<file path="src/rtl/egress_fsm_pkg.sv">
// Shared definitions for the egress transmit path.
//   axis_source_t : tvalid / tdata[15:0] / tlast driven toward the link
//   axis_sink_t   : tready returned by the link
//   frame_status  : one-hot-ish view of which frame field is being read
//   ETH_SFD, header field word lengths, push-side FSM state encoding,
//   and helpers that map FSM states onto status bits and field lengths.
package egress_fsm_pkg;

    localparam logic [15:0] ETH_SFD = 16'h55D5;

    // Header field lengths in 16-bit words.
    localparam int unsigned DST_MAC_WORDS = 3;
    localparam int unsigned SRC_MAC_WORDS = 3;
    localparam int unsigned TYPE_WORDS    = 1;

    localparam int unsigned FIELD_CNT_W = 2;

    // Push-side FSM state encoding.
    localparam logic [2:0] ST_IDLE    = 3'd0;
    localparam logic [2:0] ST_SFD     = 3'd1;
    localparam logic [2:0] ST_DST_MAC = 3'd2;
    localparam logic [2:0] ST_SRC_MAC = 3'd3;
    localparam logic [2:0] ST_TYPE    = 3'd4;
    localparam logic [2:0] ST_PAYLOAD = 3'd5;
    localparam logic [2:0] ST_DISCARD = 3'd6;
    localparam logic [2:0] ST_GAP     = 3'd7;

    typedef struct packed {
        logic        tvalid;
        logic [15:0] tdata;
        logic        tlast;
    } axis_source_t;

    typedef struct packed {
        logic tready;
    } axis_sink_t;

    typedef struct packed {
        logic scan_frame;
        logic scan_sfd;
        logic scan_dst_mac;
        logic scan_src_mac;
        logic scan_type;
        logic scan_payload;
    } frame_status;

    function automatic frame_status state_status(input logic [2:0] st);
        frame_status s;
        s = '0;
        case (st)
            ST_SFD:     begin s.scan_frame = 1'b1; s.scan_sfd     = 1'b1; end
            ST_DST_MAC: begin s.scan_frame = 1'b1; s.scan_dst_mac = 1'b1; end
            ST_SRC_MAC: begin s.scan_frame = 1'b1; s.scan_src_mac = 1'b1; end
            ST_TYPE:    begin s.scan_frame = 1'b1; s.scan_type    = 1'b1; end
            ST_PAYLOAD: begin s.scan_frame = 1'b1; s.scan_payload = 1'b1; end
            default:    s = '0;
        endcase
        return s;
    endfunction

    // Index of the final word of a header field (field counter terminal value).
    function automatic logic [FIELD_CNT_W-1:0] field_last_idx(input logic [2:0] st);
        logic [FIELD_CNT_W-1:0] idx;
        case (st)
            ST_DST_MAC: idx = FIELD_CNT_W'(DST_MAC_WORDS - 1);
            ST_SRC_MAC: idx = FIELD_CNT_W'(SRC_MAC_WORDS - 1);
            default:    idx = FIELD_CNT_W'(TYPE_WORDS - 1);
        endcase
        return idx;
    endfunction

endpackage

</file>
<file path="src/rtl/axis_skid_buffer.sv">
// Two-entry skid buffer with registered outputs.
//   in_valid/in_ready/in_data   : upstream push side
//   out_valid/out_ready/out_data: downstream AXIS-style side (held while stalled)
//   count                       : number of occupied entries (0..2)
// The output register is the primary entry; the skid register only fills
// when the output is stalled, and always drains into the output first.
module axis_skid_buffer #(
    parameter int unsigned WIDTH = 17
) (
    input  logic             clk,
    input  logic             reset,
    input  logic             in_valid,
    output logic             in_ready,
    input  logic [WIDTH-1:0] in_data,
    output logic             out_valid,
    input  logic             out_ready,
    output logic [WIDTH-1:0] out_data,
    output logic [1:0]       count
);

    logic             out_valid_q, out_valid_d;
    logic [WIDTH-1:0] out_data_q,  out_data_d;
    logic             skid_valid_q, skid_valid_d;
    logic [WIDTH-1:0] skid_data_q,  skid_data_d;
    logic             push;

    always_comb begin
        out_valid_d  = out_valid_q;
        out_data_d   = out_data_q;
        skid_valid_d = skid_valid_q;
        skid_data_d  = skid_data_q;
        push         = in_valid && !skid_valid_q;

        if (!out_valid_q || out_ready) begin
            // Output slot frees this cycle: skid entry is older, so it goes first.
            if (skid_valid_q) begin
                out_valid_d  = 1'b1;
                out_data_d   = skid_data_q;
                skid_valid_d = 1'b0;
            end else begin
                out_valid_d = push;
                if (push) begin
                    out_data_d = in_data;
                end
            end
        end else if (push) begin
            skid_valid_d = 1'b1;
            skid_data_d  = in_data;
        end
    end

    always_ff @(posedge clk or posedge reset) begin
        if (reset) begin
            out_valid_q  <= 1'b0;
            out_data_q   <= '0;
            skid_valid_q <= 1'b0;
            skid_data_q  <= '0;
        end else begin
            out_valid_q  <= out_valid_d;
            out_data_q   <= out_data_d;
            skid_valid_q <= skid_valid_d;
            skid_data_q  <= skid_data_d;
        end
    end

    always_comb begin
        in_ready  = !skid_valid_q;
        out_valid = out_valid_q;
        out_data  = out_data_q;
        count     = {out_valid_q && skid_valid_q, out_valid_q ^ skid_valid_q};
    end

endmodule

</file>
<file path="src/rtl/egress_fsm.sv">
// Egress transmit FSM: pops committed frames from the frame buffer and
// streams them as 16-bit AXIS words with tlast on the final word.
//   clk, reset                      : clock, asynchronous active-high reset
//   buf_frame_avail/buf_rd_en       : frame-buffer read request (data next cycle)
//   buf_rd_data/buf_rd_last         : returned word and its end-of-frame flag
//   egress_source/egress_sink       : AXIS toward the link
//   status                          : field currently being read
//   sfd_error/runt_frame            : single-cycle event pulses
//   frames_sent/frames_discarded    : saturating statistics
// Frames whose first word is not ETH_SFD are drained and dropped. After each
// transmitted frame the link sees at least IFG_CYCLES idle cycles.
module egress_fsm
    import egress_fsm_pkg::*;
#(
    parameter int unsigned IFG_CYCLES = 1,
    parameter int unsigned CNT_WIDTH  = 16
) (
    input  logic                 clk,
    input  logic                 reset,
    input  logic                 buf_frame_avail,
    output logic                 buf_rd_en,
    input  logic [15:0]          buf_rd_data,
    input  logic                 buf_rd_last,
    output axis_source_t         egress_source,
    input  axis_sink_t           egress_sink,
    output frame_status          status,
    output logic                 sfd_error,
    output logic                 runt_frame,
    output logic [CNT_WIDTH-1:0] frames_sent,
    output logic [CNT_WIDTH-1:0] frames_discarded
);

    localparam int unsigned GAP_W = (IFG_CYCLES > 1) ? $clog2(IFG_CYCLES) : 1;

    logic [2:0]             state_q, state_d;
    logic [FIELD_CNT_W-1:0] field_cnt_q, field_cnt_d;
    logic                   rd_pending_q, rd_pending_d;
    logic                   gap_armed_q, gap_armed_d;
    logic [GAP_W-1:0]       gap_cnt_q, gap_cnt_d;
    logic [CNT_WIDTH-1:0]   sent_q, sent_d;
    logic [CNT_WIDTH-1:0]   disc_q, disc_d;
    logic                   sfd_err_q, sfd_err_d;
    logic                   runt_q, runt_d;

    logic        rd_en;
    logic        credit_ok;
    logic        push_valid;
    logic [16:0] push_data;
    logic        skid_in_ready;
    logic        skid_out_valid;
    logic [16:0] skid_out_data;
    logic [1:0]  skid_count;
    logic        tlast_hs;

    axis_skid_buffer #(
        .WIDTH(17)
    ) u_skid (
        .clk      (clk),
        .reset    (reset),
        .in_valid (push_valid && skid_in_ready),
        .in_ready (skid_in_ready),
        .in_data  (push_data),
        .out_valid(skid_out_valid),
        .out_ready(egress_sink.tready),
        .out_data (skid_out_data),
        .count    (skid_count)
    );

    always_comb begin
        egress_source.tvalid = skid_out_valid;
        egress_source.tlast  = skid_out_data[16];
        egress_source.tdata  = skid_out_data[15:0];
        tlast_hs = skid_out_valid && skid_out_data[16] && egress_sink.tready;
    end

    // Only one read is ever outstanding: the returned word may be the frame's
    // last, and a second speculative pop would steal from the next frame.
    always_comb begin
        credit_ok = (skid_count + {1'b0, rd_pending_q}) < 2'd2;
        rd_en     = 1'b0;
        if (state_q != ST_GAP) begin
            rd_en = buf_frame_avail && !rd_pending_q && credit_ok;
        end
        rd_pending_d = rd_en;
    end

    // Push-side FSM: every state except IDLE/GAP reacts to a returned word.
    always_comb begin
        state_d     = state_q;
        field_cnt_d = field_cnt_q;
        gap_armed_d = gap_armed_q;
        gap_cnt_d   = gap_cnt_q;
        sfd_err_d   = 1'b0;
        runt_d      = 1'b0;
        push_valid  = 1'b0;
        push_data   = {buf_rd_last, buf_rd_data};

        case (state_q)
            ST_IDLE: begin
                if (rd_en) begin
                    state_d = ST_SFD;
                end
            end
            ST_SFD: begin
                if (rd_pending_q) begin
                    if (buf_rd_data == ETH_SFD) begin
                        push_valid = 1'b1;
                        if (buf_rd_last) begin
                            runt_d  = 1'b1;
                            state_d = ST_GAP;
                        end else begin
                            field_cnt_d = '0;
                            state_d     = ST_DST_MAC;
                        end
                    end else if (buf_rd_last) begin
                        sfd_err_d = 1'b1;
                        state_d   = ST_IDLE;
                    end else begin
                        state_d = ST_DISCARD;
                    end
                end
            end
            ST_DST_MAC, ST_SRC_MAC, ST_TYPE: begin
                if (rd_pending_q) begin
                    push_valid = 1'b1;
                    if (buf_rd_last) begin
                        runt_d  = 1'b1;
                        state_d = ST_GAP;
                    end else if (field_cnt_q == field_last_idx(state_q)) begin
                        field_cnt_d = '0;
                        case (state_q)
                            ST_DST_MAC: state_d = ST_SRC_MAC;
                            ST_SRC_MAC: state_d = ST_TYPE;
                            default:    state_d = ST_PAYLOAD;
                        endcase
                    end else begin
                        field_cnt_d = field_cnt_q + FIELD_CNT_W'(1);
                    end
                end
            end
            ST_PAYLOAD: begin
                if (rd_pending_q) begin
                    push_valid = 1'b1;
                    if (buf_rd_last) begin
                        state_d = ST_GAP;
                    end
                end
            end
            ST_DISCARD: begin
                if (rd_pending_q && buf_rd_last) begin
                    sfd_err_d = 1'b1;
                    state_d   = ST_IDLE;
                end
            end
            ST_GAP: begin
                // Wait for the tlast handshake, then count IFG_CYCLES idle cycles.
                if (!gap_armed_q) begin
                    if (tlast_hs) begin
                        if (IFG_CYCLES == 0) begin
                            state_d = ST_IDLE;
                        end else begin
                            gap_armed_d = 1'b1;
                            gap_cnt_d   = '0;
                        end
                    end
                end else if (gap_cnt_q == GAP_W'(IFG_CYCLES - 1)) begin
                    state_d = ST_IDLE;
                end else begin
                    gap_cnt_d = gap_cnt_q + GAP_W'(1);
                end
            end
            default: state_d = ST_IDLE;
        endcase

        if (state_d == ST_GAP && state_q != ST_GAP) begin
            gap_armed_d = 1'b0;
            gap_cnt_d   = '0;
        end
    end

    always_comb begin
        sent_d = sent_q;
        disc_d = disc_q;
        if (tlast_hs && (sent_q != '1)) begin
            sent_d = sent_q + CNT_WIDTH'(1);
        end
        if (sfd_err_d && (disc_q != '1)) begin
            disc_d = disc_q + CNT_WIDTH'(1);
        end
    end

    always_ff @(posedge clk or posedge reset) begin
        if (reset) begin
            state_q      <= ST_IDLE;
            field_cnt_q  <= '0;
            rd_pending_q <= 1'b0;
            gap_armed_q  <= 1'b0;
            gap_cnt_q    <= '0;
            sent_q       <= '0;
            disc_q       <= '0;
            sfd_err_q    <= 1'b0;
            runt_q       <= 1'b0;
        end else begin
            state_q      <= state_d;
            field_cnt_q  <= field_cnt_d;
            rd_pending_q <= rd_pending_d;
            gap_armed_q  <= gap_armed_d;
            gap_cnt_q    <= gap_cnt_d;
            sent_q       <= sent_d;
            disc_q       <= disc_d;
            sfd_err_q    <= sfd_err_d;
            runt_q       <= runt_d;
        end
    end

    always_comb begin
        buf_rd_en        = rd_en;
        status           = state_status(state_q);
        sfd_error        = sfd_err_q;
        runt_frame       = runt_q;
        frames_sent      = sent_q;
        frames_discarded = disc_q;
    end

endmodule

</file>
<file path="config.mk">
export PLATFORM = sky130hd
export DESIGN_NAME = egress_fsm
export DESIGN_NICKNAME = d
export VERILOG_FILES = /design/src/rtl/egress_fsm_pkg.sv /design/src/rtl/axis_skid_buffer.sv /design/src/rtl/egress_fsm.sv
export SDC_FILE = /design/constraint.sdc
export NUM_CORES = 1
export LEC_CHECK = 0
export ABC_CLOCK_PERIOD_IN_PS = 2950
export CAP_MARGIN = 20
export CELL_PAD_IN_SITES_DETAIL_PLACEMENT = 0
export CELL_PAD_IN_SITES_GLOBAL_PLACEMENT = 1
export CORE_MARGIN = 10
export CORE_UTILIZATION = 44
export DETAILED_ROUTE_END_ITERATION = 8
export DONT_BUFFER_PORTS = 1
export PLACE_DENSITY = 0.72
export SYNTH_ARGS = -nofsm -noshare
export SYNTH_HDL_FRONTEND = slang
export SYNTH_SLANG_ARGS = --single-unit
</file>
<file path="constraint.sdc">
create_clock -name clk -period 2.95 [get_ports clk]
set_clock_uncertainty 0.05 [all_clocks]
set_input_delay 0.59 -clock clk [delete_from_list [all_inputs] [get_ports clk]]
set_output_delay 0.59 -clock clk [all_outputs]
set_load 0.02 [all_outputs]
</file>
; Yosys cells after proc, flatten, opt, wreduce, memory -nomap -nowiden
; Index checks and enable logic that the tools add are counted.
; W data, S select, Z words.
[totals]
word_cells = 128
inputBits = 21
out_inout_bits = 59
reg_bits = 78
[classes]
n_eq_ne = 18
order_cmp = 1
reduce_logical = 29
bitwise_logic = 2
add_sub_neg = 5
n_mux = 60
[ops]
columns = operator, count
row1 = $mux W3, 13
row2 = $mux W17, 2
row3 = $add A16 B1 Y16 const B, 2
row4 = $ne A16 B16 Y1 const B, 2
row5 = $mux W1, 29
row6 = $mux W2, 10
row7 = $pmux W3 S6, 1
row8 = $eq A16 B15 Y1 const B, 1
row9 = $eq A3 B3 Y1 const B, 5
row10 = $logic_and A1 B1 Y1, 11
row11 = $ne A2 B2 Y1 const B, 5
row12 = $reduce_bool A2 Y1, 4
row13 = $eq A3 B2 Y1 const B, 2
row14 = $pmux W1 S2, 3
row15 = $pmux W3 S2, 1
row16 = $reduce_and A2 Y1, 3
row17 = $reduce_and A6 Y1, 1
row18 = $reduce_or A5 Y1, 1
row19 = $pmux W2 S2, 1
row20 = $reduce_or A4 Y1, 1
row21 = $eq A3 B1 Y1 const B, 1
row22 = $logic_not A1 Y1, 3
row23 = $logic_not A3 Y1, 1
row24 = $ne A3 B3 Y1 const B, 1
row25 = 11 further kinds, 11

; Depth between registers and ports, before layout
[depth]
word_depth = 15
mapped_depth = 10
depth_no_buf = 10

; By module
; From an unflattened synthesis, not the netlist that was laid out.
[unflattened]
cells_unflattened = 344
area_unflattened_um2 = 4033.9
[by_module_without_submodules]
columns = mod, area_each_um2, seq_area_each_um2, cells_per_inst, n_inst
row1 = egress_fsm, 2434.8, 1026.0, 243, 1
row2 = axis_skid_buffer, 1599.0, 900.9, 101, 1

; Worst setup path after synthesis
; Ideal clock, no wire load.
[synth_path]
kind = input-to-reg
start = input port buf_rd_data[3]
end = register disc_q[1], in the netlist frames_discarded[1]
setup_time_ns = 0.125
t_required_ns = 2.775
arrival_time_ns = 2.337
path_stages = 8
setup_slack_ns = 0.438
path_buffers = 0
path_cell_list = nand4bb_1 -> nor4_4 -> inv_1 -> ha_1 -> nor4bb_1 -> o21ai_1 -> a21o_1 -> mux2_2
[synth_via]
elab_chain_cells = 5
[synth_lines]
columns = item, line
row1 = start: declaration, egress_fsm.sv:22  ; input logic [15:0] buf_rd_data,
row2 = $eq A16 B15 Y1, egress_fsm.sv:106  ; if (buf_rd_data == ETH_SFD) begin
row3 = $mux W1, egress_fsm.sv:106
row4 = $mux W1, egress_fsm.sv:105  ; if (rd_pending_q) begin
row5 = $pmux W1 S2, egress_fsm.sv:98  ; case (state_q)
row6 = $logic_and A1 B1 Y1, egress_fsm.sv:187  ; if (sfd_err_d && (disc_q != '1)) begin
row7 = end signal: assignment, egress_fsm.sv:210  ; disc_q <= disc_d;
row8 = end: declaration, egress_fsm.sv:41  ; logic [CNT_WIDTH-1:0] disc_q, disc_d;
; Every way passes these cells.
; A chain may end at the register's enable or synchronous reset.

; Worst setup path after layout
[layout_path]
start = register u_skid.skid_valid_q
end = output port buf_rd_en
[layout_via]
elab_chain_cells = 5
word_cells_on_any_way = 6
classes_between = 1 x add/sub / 1 x order compare / 1 x mux / 1 x bitwise / 2 x reduce/logical
[layout_lines]
columns = item, line
row1 = start: declaration, axis_skid_buffer.sv:23  ; logic skid_valid_q, skid_valid_d;
row2 = start signal: assignment, axis_skid_buffer.sv:61  ; skid_valid_q <= skid_valid_d;
row3 = $xor A1 B1 Y1 / $logic_and A1 B1 Y1 (equally long branches), axis_skid_buffer.sv:70  ; count = {out_valid_q && skid_valid_q, out_valid_q ^ skid_valid_q};
row4 = $add A2 B1 Y2 *, egress_fsm.sv:79  ; credit_ok = (skid_count + {1'b0, rd_pending_q}) < 2'd2;
row5 = $lt A2 B2 Y1 *, egress_fsm.sv:79
row6 = $logic_and A1 B1 Y1 *, egress_fsm.sv:82  ; rd_en = buf_frame_avail && !rd_pending_q && credit_ok;
row7 = $mux W1 *, egress_fsm.sv:81  ; if (state_q != ST_GAP) begin
row8 = end: declaration, egress_fsm.sv:21  ; output logic buf_rd_en,
; Every way passes the cells marked *; elsewhere a longest branch is shown, timed or not.

==> metrics.md <==
| Metric | Value |
|---|---|
| Minimum clock period | 2.30 ns |
| CTS Root Cell | clkbuf_8 |
| Gr usage total | 0.131 |
| Setup_tns | 0 ns |
| CTS clk-pin slew, worst paths | 0.08 ns |
| Diode count | 0 |
| Die area | 13,000 um2 |
| Largest net degree at the start of global routing | between 40 and 50 |
| Max FO, Critical Path | 11 |
| Antenna violations before repair | 0 |
| Top_reg_cell synth | dfrtp_1 |
| Final WL | 8350 um |
| Critical path arrival | 1.66 ns |
| Clock sinks | 77 |
| Commonest non-fill, non-tap cell in the layout | dfrtp_1 |
| Post-synthesis sequential area ratio | 0.495 |
| R2R depth | 7 |
| Fillers | 806 |
| First-pass GRT wire length | about 14,000 um |
| Mean Syn Cell Area | ~12 um2 |
| HP Class | primary input to async pin |
| Residual DRC count | 0 |
| Synth unique cells | 56 |
| MaxCap Viol Count | 0 |
| RSZ-0062 raised after global routing | false |
| Detail Route Antenna Nets | 0 |
| Post-synth EDFFs | 0 |
| Layout cells sized above 1 | 0.177 |
| Worst Tran Pin Value | 0.563 ns |
| CP Capture Type | primary output |
| Initial DRC Count | 70 |
| GPL Wtd Cong | 0.779 |
| Starting Density | 0.448 |
| First-pass DRT Iterations | 6 |
| Peak supply drop | 456 uV |
| Wire per inst | 18.5 um |
| Mapped Area | 3890 um2 |
| Non-filler cells, final | 452 |
| Clk Latency, worst-skew pair | 0.35 ns |
| Syn Inst Count | 333 |
| Area Overhead vs Synth | 9.17% |
| Core footprint | 8680 um2 |
| Port bufs | 0 |
| CTS tree | done |
| Final Hold Fails | 0 |
| Number of global-route vias before repair | roughly 2.5k |
| Final setup viols | 0 |
| Worst setup SP type | flip-flop |
| Max-slew violations | 0 |
| Total grt overflow | 0 |
| Status | complete, no violations |
| Pwr Density | 893 nW/um2 |
| HPWL after DPL | 6160 um |
| CTS HTree Levels | 3 |
| Leak | 0.00196 uW |
| Synth warn | 0 |
| Die span in y | 114 um |
| Total CTS buffers | 9 |
| Post-CTS setup repair buffer count | 0 |
| Clk buf depth | 2 |
| Syn Nets | 360 |
| CP required | 2.31 ns |
| Die width | 114 um |
| Final design utilization | 0.489 |
| Hold Buf Count CTS | 0 |
| Row count | 34 |
| Placed Area | 4030 um2 |
| Post-route cell area | 4250 um2 |
| Via density | about 5.5 |
| Final hold slack | 0.0973 ns |
| Slew HR | 0.624 |
| Post-CTS sizing | 0 |
| Final #Nets | 366 |
| Async set or reset register ratio after synthesis | 1.00 |
| Detailed-route via count | 2,497 |
| Final Cycle Share | 0.778 |
| #FFs+latches synth | 77 |
| Placed cells | approximately 440 |
| Ports | 80 |
| Most frequent cells in the layout | dfrtp_1, mux2_1, nor2_1, mux2_2, nand2_1 |
| Fmax | between 0.4 and 0.5 GHz |
| Setup CP Type | flip-flop to primary output |
## worst max-delay path, cell delays in order (launching register included)
cell,delay [ns]
dfrtp_1,0.57
ha_1,0.32
nor4_1,0.23
buf_4,0.19
## final timing paths
path	startpoint	end	slack, ns
hold / removal	reset	frames_sent[8]$_DFFE_PP0P_	0.1
max in group asynchronous	reset	frames_discarded[2]$_DFFE_PP0P_	2.12
min in group clk	buf_rd_data[15]	u_skid.skid_data_q[15]$_DFFE_PP0P_	0.32
setup / recovery	u_skid.skid_valid_q$_DFFE_PP0P_	buf_rd_en	0.65
hold reg to reg	u_skid.skid_data_q[15]$_DFFE_PP0P_	u_skid.skid_data_q[15]$_DFFE_PP0P_	0.45
setup reg to reg	state_q[0]$_DFF_PP0_	u_skid.out_data[14]$_DFFE_PP0P_	0.84
## through the flow
step	worst slack, ns	total power, uW
2_1_floorplan	0.343	2670
3_3_place_gp	0.340	2940
3_5_place_dp	0.301	2970
4_1_cts	0.643	3850
5_1_grt	0.533	4040
6_report	0.654	3790
## final cells by class
type / count / area (um2) / area share
clock buffer: 11 / 151 / 0.0357
clock inverter: 5 / 66.3 / 0.0156
inverter: 11 / 42.5 / 0.0100
multi-input combinational: 230 / 1840 / 0.432
sequential: 77 / 1930 / 0.454
tap: 108 / 135 / 0.0318
timing repair buffer: 10 / 87.6 / 0.0206
## per-layer routing
layer,share of wire,up-vias,global-route usage
met5,0,-,0
met3,0.090,7,0.0625
met2,0.48,73,0.202
li1,-,1197,-
met4,0.011,0,0.0426
met1,0.42,1220,0.157
## cells in the mapped netlist, types with 6 or more instances
cell / n / area (um2)
mux2_2: 21 / 236
nor2b_1: 6 / 37.5
nand2_1: 20 / 75.1
xor2_1: 15 / 131
and3_1: 7 / 43.8
dfrtp_1: 77 / 1930
ha_1: 6 / 75.1
mux2_1: 23 / 259
nor2_1: 21 / 78.8
mux2_4: 10 / 150
a21oi_1: 7 / 35.0
nand3_1: 8 / 40.0
inv_1: 11 / 41.3
and2_1: 6 / 37.5
clkbuf_1: 11 / 41.3
xnor2_1: 13 / 114
## cells by family after synthesis
group                    count (synthesis)  synth area share
buffers and inverters                   26            0.0325
AO/OA/AOI/OAI                           39            0.0714
flip-flops                              77             0.495
AND/OR/NAND/NOR                        103             0.152
XOR/XNOR                                28            0.0631
multiplexers                            54             0.166
adder cells (fa/ha/maj)                  6            0.0193
## sequential cells by signal (all words and copies together) (netlist names)
name / flops
u_skid.out_data: 17
u_skid.out_valid: 1
gap_armed_q: 1
rd_pending_q: 1
u_skid.skid_valid_q: 1
state_q: 3
frames_sent: 16
field_cnt_q: 2
runt_frame: 1
u_skid.skid_data_q: 17
frames_discarded: 16
sfd_error: 1
## power breakdown
group          internal (uW)  leakage [uW]  switching, uW
Sequential              1370      0.000989            510
Combinational            514      0.000866            532
Clock                    448      0.000108            418
Total                   2330       0.00196           1460
Power figures use the tool's default switching activity.
